==> src/rtl/morph_pkg.sv <==
// Types and defaults shared by the morphological window stages (sequencer,
// line buffer, kernel).
package morph_pkg;

    localparam int MORPH_PIC_WIDTH  = 250;
    localparam int MORPH_PIC_HEIGHT = 250;
    localparam int MORPH_ADDR_W     = 16;

    typedef enum logic [2:0] {
        ST_IDLE    = 3'd0,
        ST_FLUSH   = 3'd1,
        ST_WAIT_RB = 3'd2,
        ST_PRELOAD = 3'd3,
        ST_READY   = 3'd4,
        ST_LINE    = 3'd5
    } morph_state_e;

    function automatic logic is_busy_state(input morph_state_e st);
        return !((st == ST_IDLE) || (st == ST_READY));
    endfunction

endpackage

==> src/rtl/morph_delay_line.sv <==
// 1-bit shift register of DEPTH stages with synchronous flush; the output is
// the last flop, so it is always registered.
module morph_delay_line #(
    parameter int DEPTH = 1
) (
    input  logic lcd_pclk,
    input  logic rst_n,
    input  logic flush,
    input  logic din,
    output logic dout
);

    logic [DEPTH-1:0] sr_q;
    logic [DEPTH-1:0] sr_d;

    always_comb begin
        sr_d = '0;
        if (!flush) begin
            sr_d[0] = din;
            for (int i = 1; i < DEPTH; i++) begin
                sr_d[i] = sr_q[i-1];
            end
        end
    end

    always_ff @(posedge lcd_pclk or negedge rst_n) begin
        if (!rst_n) begin
            sr_q <= '0;
        end else begin
            sr_q <= sr_d;
        end
    end

    assign dout = sr_q[DEPTH-1];

endmodule

==> src/rtl/morph_window_seq.sv <==
// Address/enable sequencer for one 3x3 morphological window stage.
// Define MORPH_SEQ_OVERRUN_EN to get a sticky flag for stray line requests.
//
// state   | meaning
// IDLE    | waiting for frame_start
// FLUSH   | line-buffer FIFOs held in reset for RST_CYC cycles
// WAIT_RB | waiting for the FIFOs to leave reset
// PRELOAD | issuing the first two image rows (writes only)
// READY   | two rows buffered, waiting for line_req
// LINE    | issuing one row while the buffered rows are read out
module morph_window_seq
    import morph_pkg::*;
#(
    parameter int PIC_WIDTH  = MORPH_PIC_WIDTH,
    parameter int PIC_HEIGHT = MORPH_PIC_HEIGHT,
    parameter int ADDR_W     = MORPH_ADDR_W,
    parameter int ROM_LAT    = 1,
    parameter int RST_CYC    = 4
) (
    input  logic              lcd_pclk,
    input  logic              rst_n,
    input  logic              frame_start,
    input  logic              line_req,
    input  logic              fifo_rst_busy,
    output logic [ADDR_W-1:0] rom_addr,
    output logic              buf_wr_en,
    output logic              buf_rd_en,
    output logic              win_valid,
    output logic              fifo_rst_n,
    output logic              line_done,
    output logic              frame_done,
    output logic              busy,
    output logic              err_overrun
);

    localparam int COL_W = (PIC_WIDTH > 1) ? $clog2(PIC_WIDTH) : 1;
    localparam int ROW_W = $clog2(PIC_HEIGHT);
    localparam int CNT_W = $clog2(RST_CYC + 1);

    localparam logic [COL_W-1:0] COL_LAST = COL_W'(PIC_WIDTH - 1);
    localparam logic [ROW_W-1:0] ROW_LAST = ROW_W'(PIC_HEIGHT - 3);
    localparam logic [CNT_W-1:0] RST_LOAD = CNT_W'(RST_CYC - 1);

    morph_state_e      state_q, state_d;
    logic [ADDR_W-1:0] rom_addr_q, rom_addr_d;
    logic [COL_W-1:0]  col_q, col_d;
    logic [ROW_W-1:0]  row_q, row_d;
    logic [CNT_W-1:0]  rst_cnt_q, rst_cnt_d;
    logic              pre_row_q, pre_row_d;
    logic              issue_q, issue_d;
    logic              rd_issue_q, rd_issue_d;
    logic              fifo_rst_n_q, fifo_rst_n_d;
    logic              line_done_q, line_done_d;
    logic              frame_done_q, frame_done_d;
    logic              busy_q, busy_d;
    logic              abort;

    // Only a restart mid-frame discards in-flight enables; in IDLE the tail of
    // the final row is still draining and must reach the line buffer.
    assign abort = frame_start && (state_q != ST_IDLE);

    always_comb begin
        state_d      = state_q;
        rom_addr_d   = rom_addr_q;
        col_d        = col_q;
        row_d        = row_q;
        rst_cnt_d    = rst_cnt_q;
        pre_row_d    = pre_row_q;
        issue_d      = 1'b0;
        rd_issue_d   = 1'b0;
        line_done_d  = 1'b0;
        frame_done_d = 1'b0;

        if (frame_start) begin
            state_d   = ST_FLUSH;
            rst_cnt_d = RST_LOAD;
        end else begin
            case (state_q)
                ST_IDLE: ;
                ST_FLUSH: begin
                    if (rst_cnt_q == '0) begin
                        state_d = ST_WAIT_RB;
                    end else begin
                        rst_cnt_d = rst_cnt_q - CNT_W'(1);
                    end
                end
                ST_WAIT_RB: begin
                    if (!fifo_rst_busy) begin
                        rom_addr_d = '0;
                        issue_d    = 1'b1;
                        col_d      = '0;
                        row_d      = '0;
                        pre_row_d  = 1'b0;
                        state_d    = ST_PRELOAD;
                    end
                end
                ST_PRELOAD: begin
                    if ((col_q == COL_LAST) && pre_row_q) begin
                        col_d   = '0;
                        state_d = ST_READY;
                    end else begin
                        rom_addr_d = rom_addr_q + ADDR_W'(1);
                        issue_d    = 1'b1;
                        if (col_q == COL_LAST) begin
                            col_d     = '0;
                            pre_row_d = 1'b1;
                        end else begin
                            col_d = col_q + COL_W'(1);
                        end
                    end
                end
                ST_READY: begin
                    if (line_req) begin
                        rom_addr_d = rom_addr_q + ADDR_W'(1);
                        issue_d    = 1'b1;
                        rd_issue_d = 1'b1;
                        col_d      = '0;
                        state_d    = ST_LINE;
                    end
                end
                ST_LINE: begin
                    if (col_q == COL_LAST) begin
                        col_d       = '0;
                        line_done_d = 1'b1;
                        if (row_q == ROW_LAST) begin
                            frame_done_d = 1'b1;
                            state_d      = ST_IDLE;
                        end else begin
                            row_d   = row_q + ROW_W'(1);
                            state_d = ST_READY;
                        end
                    end else begin
                        rom_addr_d = rom_addr_q + ADDR_W'(1);
                        issue_d    = 1'b1;
                        rd_issue_d = 1'b1;
                        col_d      = col_q + COL_W'(1);
                    end
                end
                default: state_d = ST_IDLE;
            endcase
        end

        fifo_rst_n_d = (state_d != ST_FLUSH);
        busy_d       = is_busy_state(state_d);
    end

    always_ff @(posedge lcd_pclk or negedge rst_n) begin
        if (!rst_n) begin
            state_q      <= ST_IDLE;
            rom_addr_q   <= '0;
            col_q        <= '0;
            row_q        <= '0;
            rst_cnt_q    <= '0;
            pre_row_q    <= 1'b0;
            issue_q      <= 1'b0;
            rd_issue_q   <= 1'b0;
            fifo_rst_n_q <= 1'b1;
            line_done_q  <= 1'b0;
            frame_done_q <= 1'b0;
            busy_q       <= 1'b0;
        end else begin
            state_q      <= state_d;
            rom_addr_q   <= rom_addr_d;
            col_q        <= col_d;
            row_q        <= row_d;
            rst_cnt_q    <= rst_cnt_d;
            pre_row_q    <= pre_row_d;
            issue_q      <= issue_d;
            rd_issue_q   <= rd_issue_d;
            fifo_rst_n_q <= fifo_rst_n_d;
            line_done_q  <= line_done_d;
            frame_done_q <= frame_done_d;
            busy_q       <= busy_d;
        end
    end

    // Read enables are tagged at issue time, so a row's reads follow its
    // writes through the ROM latency even after the FSM has left LINE.
    morph_delay_line #(.DEPTH(ROM_LAT)) u_wr_dly (
        .lcd_pclk (lcd_pclk),
        .rst_n    (rst_n),
        .flush    (abort),
        .din      (issue_q),
        .dout     (buf_wr_en)
    );

    morph_delay_line #(.DEPTH(ROM_LAT)) u_rd_dly (
        .lcd_pclk (lcd_pclk),
        .rst_n    (rst_n),
        .flush    (abort),
        .din      (rd_issue_q),
        .dout     (buf_rd_en)
    );

    morph_delay_line #(.DEPTH(1)) u_win_dly (
        .lcd_pclk (lcd_pclk),
        .rst_n    (rst_n),
        .flush    (abort),
        .din      (buf_rd_en),
        .dout     (win_valid)
    );

`ifdef MORPH_SEQ_OVERRUN_EN
    logic err_overrun_q, err_overrun_d;

    always_comb begin
        err_overrun_d = err_overrun_q;
        if (frame_start) begin
            err_overrun_d = 1'b0;
        end else if (line_req && (state_q != ST_IDLE) && (state_q != ST_READY)) begin
            err_overrun_d = 1'b1;
        end
    end

    always_ff @(posedge lcd_pclk or negedge rst_n) begin
        if (!rst_n) begin
            err_overrun_q <= 1'b0;
        end else begin
            err_overrun_q <= err_overrun_d;
        end
    end

    assign err_overrun = err_overrun_q;
`else
    assign err_overrun = 1'b0;
`endif

    assign rom_addr   = rom_addr_q;
    assign fifo_rst_n = fifo_rst_n_q;
    assign line_done  = line_done_q;
    assign frame_done = frame_done_q;
    assign busy       = busy_q;

endmodule

==> config.mk <==
export PLATFORM = sky130hd
export DESIGN_NAME = morph_window_seq
export DESIGN_NICKNAME = d
export VERILOG_FILES = /design/src/rtl/morph_pkg.sv /design/src/rtl/morph_delay_line.sv /design/src/rtl/morph_window_seq.sv
export SDC_FILE = /design/constraint.sdc
export NUM_CORES = 1
export LEC_CHECK = 0
export ABC_CLOCK_PERIOD_IN_PS = 2390
export CAP_MARGIN = 10
export CORE_ASPECT_RATIO = 0.5
export CORE_UTILIZATION = 59
export CTS_BUF_LIST = sky130_fd_sc_hd__clkbuf_8
export DETAILED_ROUTE_END_ITERATION = 7
export PLACE_DENSITY = 0.9
export SLEW_MARGIN = 10
export SYNTH_ARGS = -nofsm -noshare
export SYNTH_HDL_FRONTEND = slang
export SYNTH_SLANG_ARGS = --single-unit
==> constraint.sdc <==
create_clock -name lcd_pclk -period 2.39 [get_ports lcd_pclk]
set_clock_uncertainty 0.2 [all_clocks]
set_input_delay 0.239 -clock lcd_pclk [delete_from_list [all_inputs] [get_ports lcd_pclk]]
set_output_delay 0.239 -clock lcd_pclk [all_outputs]
set_load 0.01 [all_outputs]
Word level (Yosys, flattened, before mapping)
Cells that the tools add are included.
Operators by class
  add/subtract/negate cells: 4
  eq/ne operators: 17
  muxes and demuxes: 46
  bitwise gates (word level): 1
  reduce and logical (&&, ||, !) cells: 17
Operator list (count)
  $mux 16: 4
  $pmux 16 s4: 1
  $mux 8: 6
  $pmux 8 s4: 1
  $mux 3: 10
  $mux 1: 19
  $pmux 3 s6: 1
  $add 16x1->16 const B: 1
  $add 8x1->8 const B: 2
  $eq 8x8->1 const B: 2
  $ne 2x2->1 const B: 8
  $pmux 8 s2: 1
  $reduce_and 5->1: 2
  $eq 3x3->1 const B: 3
  $logic_not 3->1: 3
  $eq 3x2->1 const B: 2
  $reduce_and 6->1: 1
  $reduce_bool 2->1: 3
  $pmux 1 s2: 2
  $pmux 1 s4: 1
  $reduce_and 4->1: 1
  $reduce_bool 4->1: 1
  $eq 3x1->1 const B: 1
  $ne 3x1->1 const B: 1
  other kinds (7): 8
Storage, ports and cells
  register bits after elaboration: 48
  output and inout port bits: 24

Logic depth before layout (Yosys ltp)
  word-level depth: 8
  depth in mapped cells: 7
  gate-level depth less buffers: 7

By module
Synthesis repeated with hierarchy kept, for this count alone.
Second synthesis, totals
  cells, all modules: 260
  area, all modules: 2519.9 sq um
By module, submodules not included
  morph_window_seq: times used 1, cells each 254, area each 2403.6 sq um, seq. area each 1127.3 sq um
  morph_delay_line: times used 3, cells each 2, area each 38.8 sq um, seq. area each 25.0 sq um

Worst setup path after synthesis
Ideal clock, no wire load.
  path type: reg-to-reg
  start point: register row_q[0]
  end point: register row_q[1]
  arrival: 1.638 ns
  setup slack: 0.427 ns
  cell stages (with the launch flop): 6
  buffers on the path: 0
  period minus slack after synthesis: 1.963 ns
  path through: dfrtp_1 ha_1 nand4_1 or3_1 a21oi_1 mux2_2
Between the ends
  cells in the longest elaborated chain, start to end: 4
  elaborated cells on any way between the ends: 7
  those cells by class: 1 x add/sub; 2 x eq/ne; 3 x mux; 1 x reduce/logical
RTL lines
  start, declared: line morph_window_seq.sv:47  | logic [ROW_W-1:0] row_q, row_d;
  start signal, assigned: line morph_window_seq.sv:165  | row_q <= row_d;
  $add 8x1->8: line morph_window_seq.sv:129  | row_d = row_q + ROW_W'(1);
  $mux 8: line morph_window_seq.sv:125  | if (row_q == ROW_LAST) begin
  $mux 8: line morph_window_seq.sv:122  | if (col_q == COL_LAST) begin
  $pmux 8 s2: line morph_window_seq.sv:78  | case (state_q)
Several ways; a longest one is shown, not always the timed one. The select of a mux whose other input is x is not followed.
A chain may end at the register's enable or synchronous reset.

Final worst setup path
  start point: register state_q[1]
  end point: register rom_addr_q[0] (netlist: rom_addr[0])
Between the ends
  cells in the longest elaborated chain, start to end: 3
  elaborated cells on any way between the ends: 11
  those cells by class: 8 x eq/ne; 1 x mux; 2 x reduce/logical
RTL lines
  start, declared: line morph_window_seq.sv:44  | morph_state_e state_q, state_d;
  start signal, assigned: line morph_window_seq.sv:162  | state_q <= state_d;
  $eq 3x3->1 or $eq 3x2->1 (tied branches): line morph_window_seq.sv:78
  $reduce_bool 4->1 (no line) or $ne 2x2->1 (tied branches)
  $reduce_and 6->1 (no line)
  end signal, assigned: line morph_window_seq.sv:163  | rom_addr_q <= rom_addr_d;
  end, declared: line morph_window_seq.sv:45  | logic [ADDR_W-1:0] rom_addr_q, rom_addr_d;
Several ways; a longest one is shown, not always the timed one.

==> summary.txt <==
Yosys
  – Post-synthesis sequential area ratio: 0.438
  – Number of unique standard cell types used by synthesis: 57
  – Share of synthesized flip-flops with an asynchronous set or reset: 1.00
  – Number of flops mapped to enable cells by yosys: 0
  – Most used DFF post-synth: sky130_fd_sc_hd__dfrtp_1
  – Post-synth top area cell: sky130_fd_sc_hd__dfrtp_1
  – Synthesized area per cell: 9.88 sq um
  – Share of cell area taken by muxes after synthesis: 0.0587
  – Dominant combinational cell family by area after synthesis: simple AND/OR/NAND/NOR gates
  – Compound-cell area share of the yosys netlist: 0.164
  – Synthesized instance count: 278
  – Total number of yosys warnings: 0
  – Mapped Nets: 289
  – Top area cells in the synthesized netlist: sky130_fd_sc_hd__dfrtp_1 (43%), sky130_fd_sc_hd__mux2i_1 (5.5%), sky130_fd_sc_hd__nand2b_1 (4.3%)
  – Syn Std Cell Area: 2750 sq um
  – Simple-Gate Fraction of Synth Area: 0.252
  – Fraction of synthesized cell area taken by the top area cell type: 0.428
  – #FFs+latches synth: 48
  – Xor and xnor area share after synthesis: 0.0164
  – Area share of fa/ha/maj cells after synthesis: 0.0273

GRT
  – Number of global-route vias before repair: 2282
  – Largest net degree at the start of global routing: 41
  – Remaining global-route overflow: 0
  – GRT Util Overall: 0.281
  – Initial antenna violation count: 0
  – First-pass GRT wire length: 10800 um

Power and ir drop
  – LEAKAGE: 1.38 nW
  – Proportion of total power due to net switching: 0.336
  – Combinational fraction of design power: 0.257
  – Power Internal: 0.00137 W
  – Share of total power in the clock network: 0.242
  – Net switching power: 0.000694 W
  – Part of the total power dissipated in sequential elements: 0.501
  – Power Total: 0.00207 W
  – Largest voltage drop on the vdd net: 0.000429 V
  – Power density of the placed cells: 634 nW/um^2

STA
  – Least-Margin Pin Slew: 0.891 ns
  – Post-route minimum period: 2.29 ns
  – Setup repair after global routing missed its margin: false
  – Post-route setup TNS: 0 ns
  – Final critical-path share of the clock period: 0.959
  – Number of pins with negative max-slew slack in the final report: 0
  – Worst relative slew slack: 0.406
  – Endpoints failing hold: 0
  – Maximum achievable frequency: 436 MHz
  – Setup violators final: 0

Worst setup path
  – Maximum fanout along the worst path: 11
  – WP data arrival: 2.32 ns
  – Required time reported for the critical path endpoint: 2.41 ns
  – Startpoint types: flop
  – Endpoint class of the critical path: flop
  – Worst Path Class, Setup: flop to flop

Clock network
  – CTS buffer count: 5
  – CTS tree: yes
  – Clock latency on the worst-skew pair: 0.30 ns
  – Clock-pin slew reported for the worst setup and hold paths after clock tree synthesis: 0.09 ns
  – CTS max path bufs: 2
  – Clk sink count: 48
  – H-tree depth reported by CTS: 2
  – Root Buffer Master: sky130_fd_sc_hd__clkbuf_8
  – Post-CTS setup repair buffer count: 0

Detailed routing
  – Detailed Routing Iterations Pass 1: 4
  – Initial DRC Count: 220
  – Via count normalized by instance count: 6.25
  – Number of remaining DRC errors: 0
  – Post-route antenna net violation count: 0
  – Average wire per cell in the routed design: 16.9 um
  – Aggregate routed wire length: 6260 um
  – Number of vias in the routed layout: 2319

Hold path
  – Worst hold-check path type: flop to flop

Floorplan
  – Placement Rows: 17
  – Area of the die: 4950 sq um
  – Core footprint: 4420 sq um
  – Starting Density: 0.621
  – Die Span Y: 50.3 um
  – Io pins: 29
  – X dimension of the die: 98.5 um

Placement
  – GP Congestion: 0.889
  – Hpwl dp: 4470 um
  – IO Port Bufs: 27

Cells and area
  – Final net count: 324
  – Number of fillers in the final layout: 309
  – # diodes: 0
  – Fraction of final layout cells with drive strength greater than 1: 0.118
  – Sequential cell area: 1200 sq um
  – Area used by multi-input combinational logic: 1440 sq um
  – Synth-to-layout area growth: 18.5%

Outcome
  – Outcome: complete, no violations

Job
  – Total of max-cap violations: 0
## worst max-delay path: stages (launching register included)
cell and delay [ns]:
sky130_fd_sc_hd__dfrtp_1 0.58, sky130_fd_sc_hd__xor2_4 0.28, sky130_fd_sc_hd__o211ai_2 0.32, sky130_fd_sc_hd__a21oi_1 0.55, sky130_fd_sc_hd__mux2i_1 0.28
## layer usage
metal	up-vias	wire length (um)	global-route usage
li1	1091	-	-
met1	1154	2680	0.353
met2	68	3260	0.508
met3	6	279	0.0543
met4	0	46	0.0697
met5	-	0	0
## final timing paths
| path | to | from | cells past startpoint | slack (ns) |
|---|---|---|---|---|
| max in group asynchronous | line_done | rst_n | 3 | 0.98 |
| min in group asynchronous | row_q[3] | rst_n | 2 | 0.40 |
| hold reg to reg | u_wr_dly.dout | issue_q | 1 | 0.26 |
| setup reg to reg | rom_addr[0] | state_q[1] | 4 | 0.1 |
| hold / removal | u_wr_dly.dout | issue_q | 1 | 0.26 |
| setup / recovery | rom_addr[0] | state_q[1] | 4 | 0.1 |
## what timing repair did
item / in CTS / in global routing
setup endpoints to repair: 0 / 9
endpoints found under the hold margin: 37 / 0
gates resized for setup: 0 / 2
hold buffers: 1 / 0
## layout by cell type, fill, tap and decap left out, types with 2 or more instances in the layout
cell type	instances
sky130_fd_sc_hd__nand4b_1	2
sky130_fd_sc_hd__ha_1	6
sky130_fd_sc_hd__or4_1	7
sky130_fd_sc_hd__dfrtp_1	47
sky130_fd_sc_hd__a21o_1	2
sky130_fd_sc_hd__buf_4	13
sky130_fd_sc_hd__o21ai_0	12
sky130_fd_sc_hd__and3_1	8
sky130_fd_sc_hd__nand3_1	17
sky130_fd_sc_hd__nand4_1	8
sky130_fd_sc_hd__inv_1	11
sky130_fd_sc_hd__or4b_1	2
sky130_fd_sc_hd__clkbuf_8	6
sky130_fd_sc_hd__a2111oi_2	2
sky130_fd_sc_hd__clkdlybuf4s50_1	26
sky130_fd_sc_hd__nand2b_1	19
sky130_fd_sc_hd__o31ai_1	7
sky130_fd_sc_hd__nor2b_1	3
sky130_fd_sc_hd__nor2_1	8
sky130_fd_sc_hd__a211oi_2	2
sky130_fd_sc_hd__nand2_1	25
sky130_fd_sc_hd__and3b_1	2
sky130_fd_sc_hd__or3_1	5
sky130_fd_sc_hd__buf_12	2
sky130_fd_sc_hd__and2_1	4
sky130_fd_sc_hd__mux2i_1	15
sky130_fd_sc_hd__nor4b_1	2
sky130_fd_sc_hd__a21oi_1	13
sky130_fd_sc_hd__a211oi_1	7
## synthesized netlist by cell type, types with 3 or more instances
cell                       instances
sky130_fd_sc_hd__or3_1             5
sky130_fd_sc_hd__nand4_1           8
sky130_fd_sc_hd__a21oi_1          14
sky130_fd_sc_hd__ha_1              6
sky130_fd_sc_hd__and3_1            8
sky130_fd_sc_hd__o31ai_1           7
sky130_fd_sc_hd__dfrtp_1          47
sky130_fd_sc_hd__or4_1             7
sky130_fd_sc_hd__o21ai_0          12
sky130_fd_sc_hd__nand3_1          17
sky130_fd_sc_hd__nand2b_1         19
sky130_fd_sc_hd__clkbuf_1          5
sky130_fd_sc_hd__and2_1            4
sky130_fd_sc_hd__mux2i_1          15
sky130_fd_sc_hd__buf_2             6
sky130_fd_sc_hd__nor2_1            8
sky130_fd_sc_hd__nor2b_1           3
sky130_fd_sc_hd__nand2_1          25
sky130_fd_sc_hd__inv_1            10
sky130_fd_sc_hd__a211oi_1          7
## through the flow
| stage | utilization | setup slack, ns | instance area (sq um) | cells | hold WS (ns) |
|---|---|---|---|---|---|
| 2_1_floorplan | - | 0.427 | 2750 | 278 | -0.257 |
| 3_3_place_gp | 0.710 | 0.112 | 3140 | 362 | 0.199 |
| 3_5_place_dp | 0.710 | 0.0266 | 3140 | 362 | 0.212 |
| 4_1_cts | 0.734 | 0.0698 | 3250 | 371 | 0.268 |
| 5_1_grt | 0.736 | 0.0203 | 3260 | 371 | 0.284 |
| 6_report | 0.736 | 0.0976 | 3260 | 371 | 0.258 |
## cell type report
type | instances | area share
tap | 57 | 0.0219
clock inverter | 2 | 0.00346
inverter | 10 | 0.0115
timing repair buffer | 43 | 0.127
clock buffer | 6 | 0.0254
multi-input combinational | 205 | 0.442
sequential | 48 | 0.369
## flip-flops by register name, summed over array words and instances, names as in the netlist, 3 cells and up
name       cells
rom_addr      16
col_q          8
row_q          8
rst_cnt_q      3
state_q        3
## cell families (layout without fill, tap and decap cells)
logic type	count (synthesis)	after routing
AO/OA/AOI/OAI	59	59
XOR/XNOR	3	3
adder cells (fa/ha/maj)	6	6
buffers and inverters	25	61
flip-flops	48	48
multiplexers	16	16
other	1	1
AND/OR/NAND/NOR	120	120
## power by group through the flow
| stage | sequential (W) | combinational, W | clock (W) |
|---|---|---|---|
| final | 0.00103 | 0.000532 | 0.000500 |
| after global routing | 0.00105 | 0.000588 | 0.000534 |
| after CTS | 0.00103 | 0.000527 | 0.000504 |
| after detailed placement | 0.00104 | 0.000519 | 0 |
| after global placement | 0.00103 | 0.000479 | 0 |
| after floorplan | 0.00101 | 0.000349 | 0 |
Power figures use the tool's default switching activity.
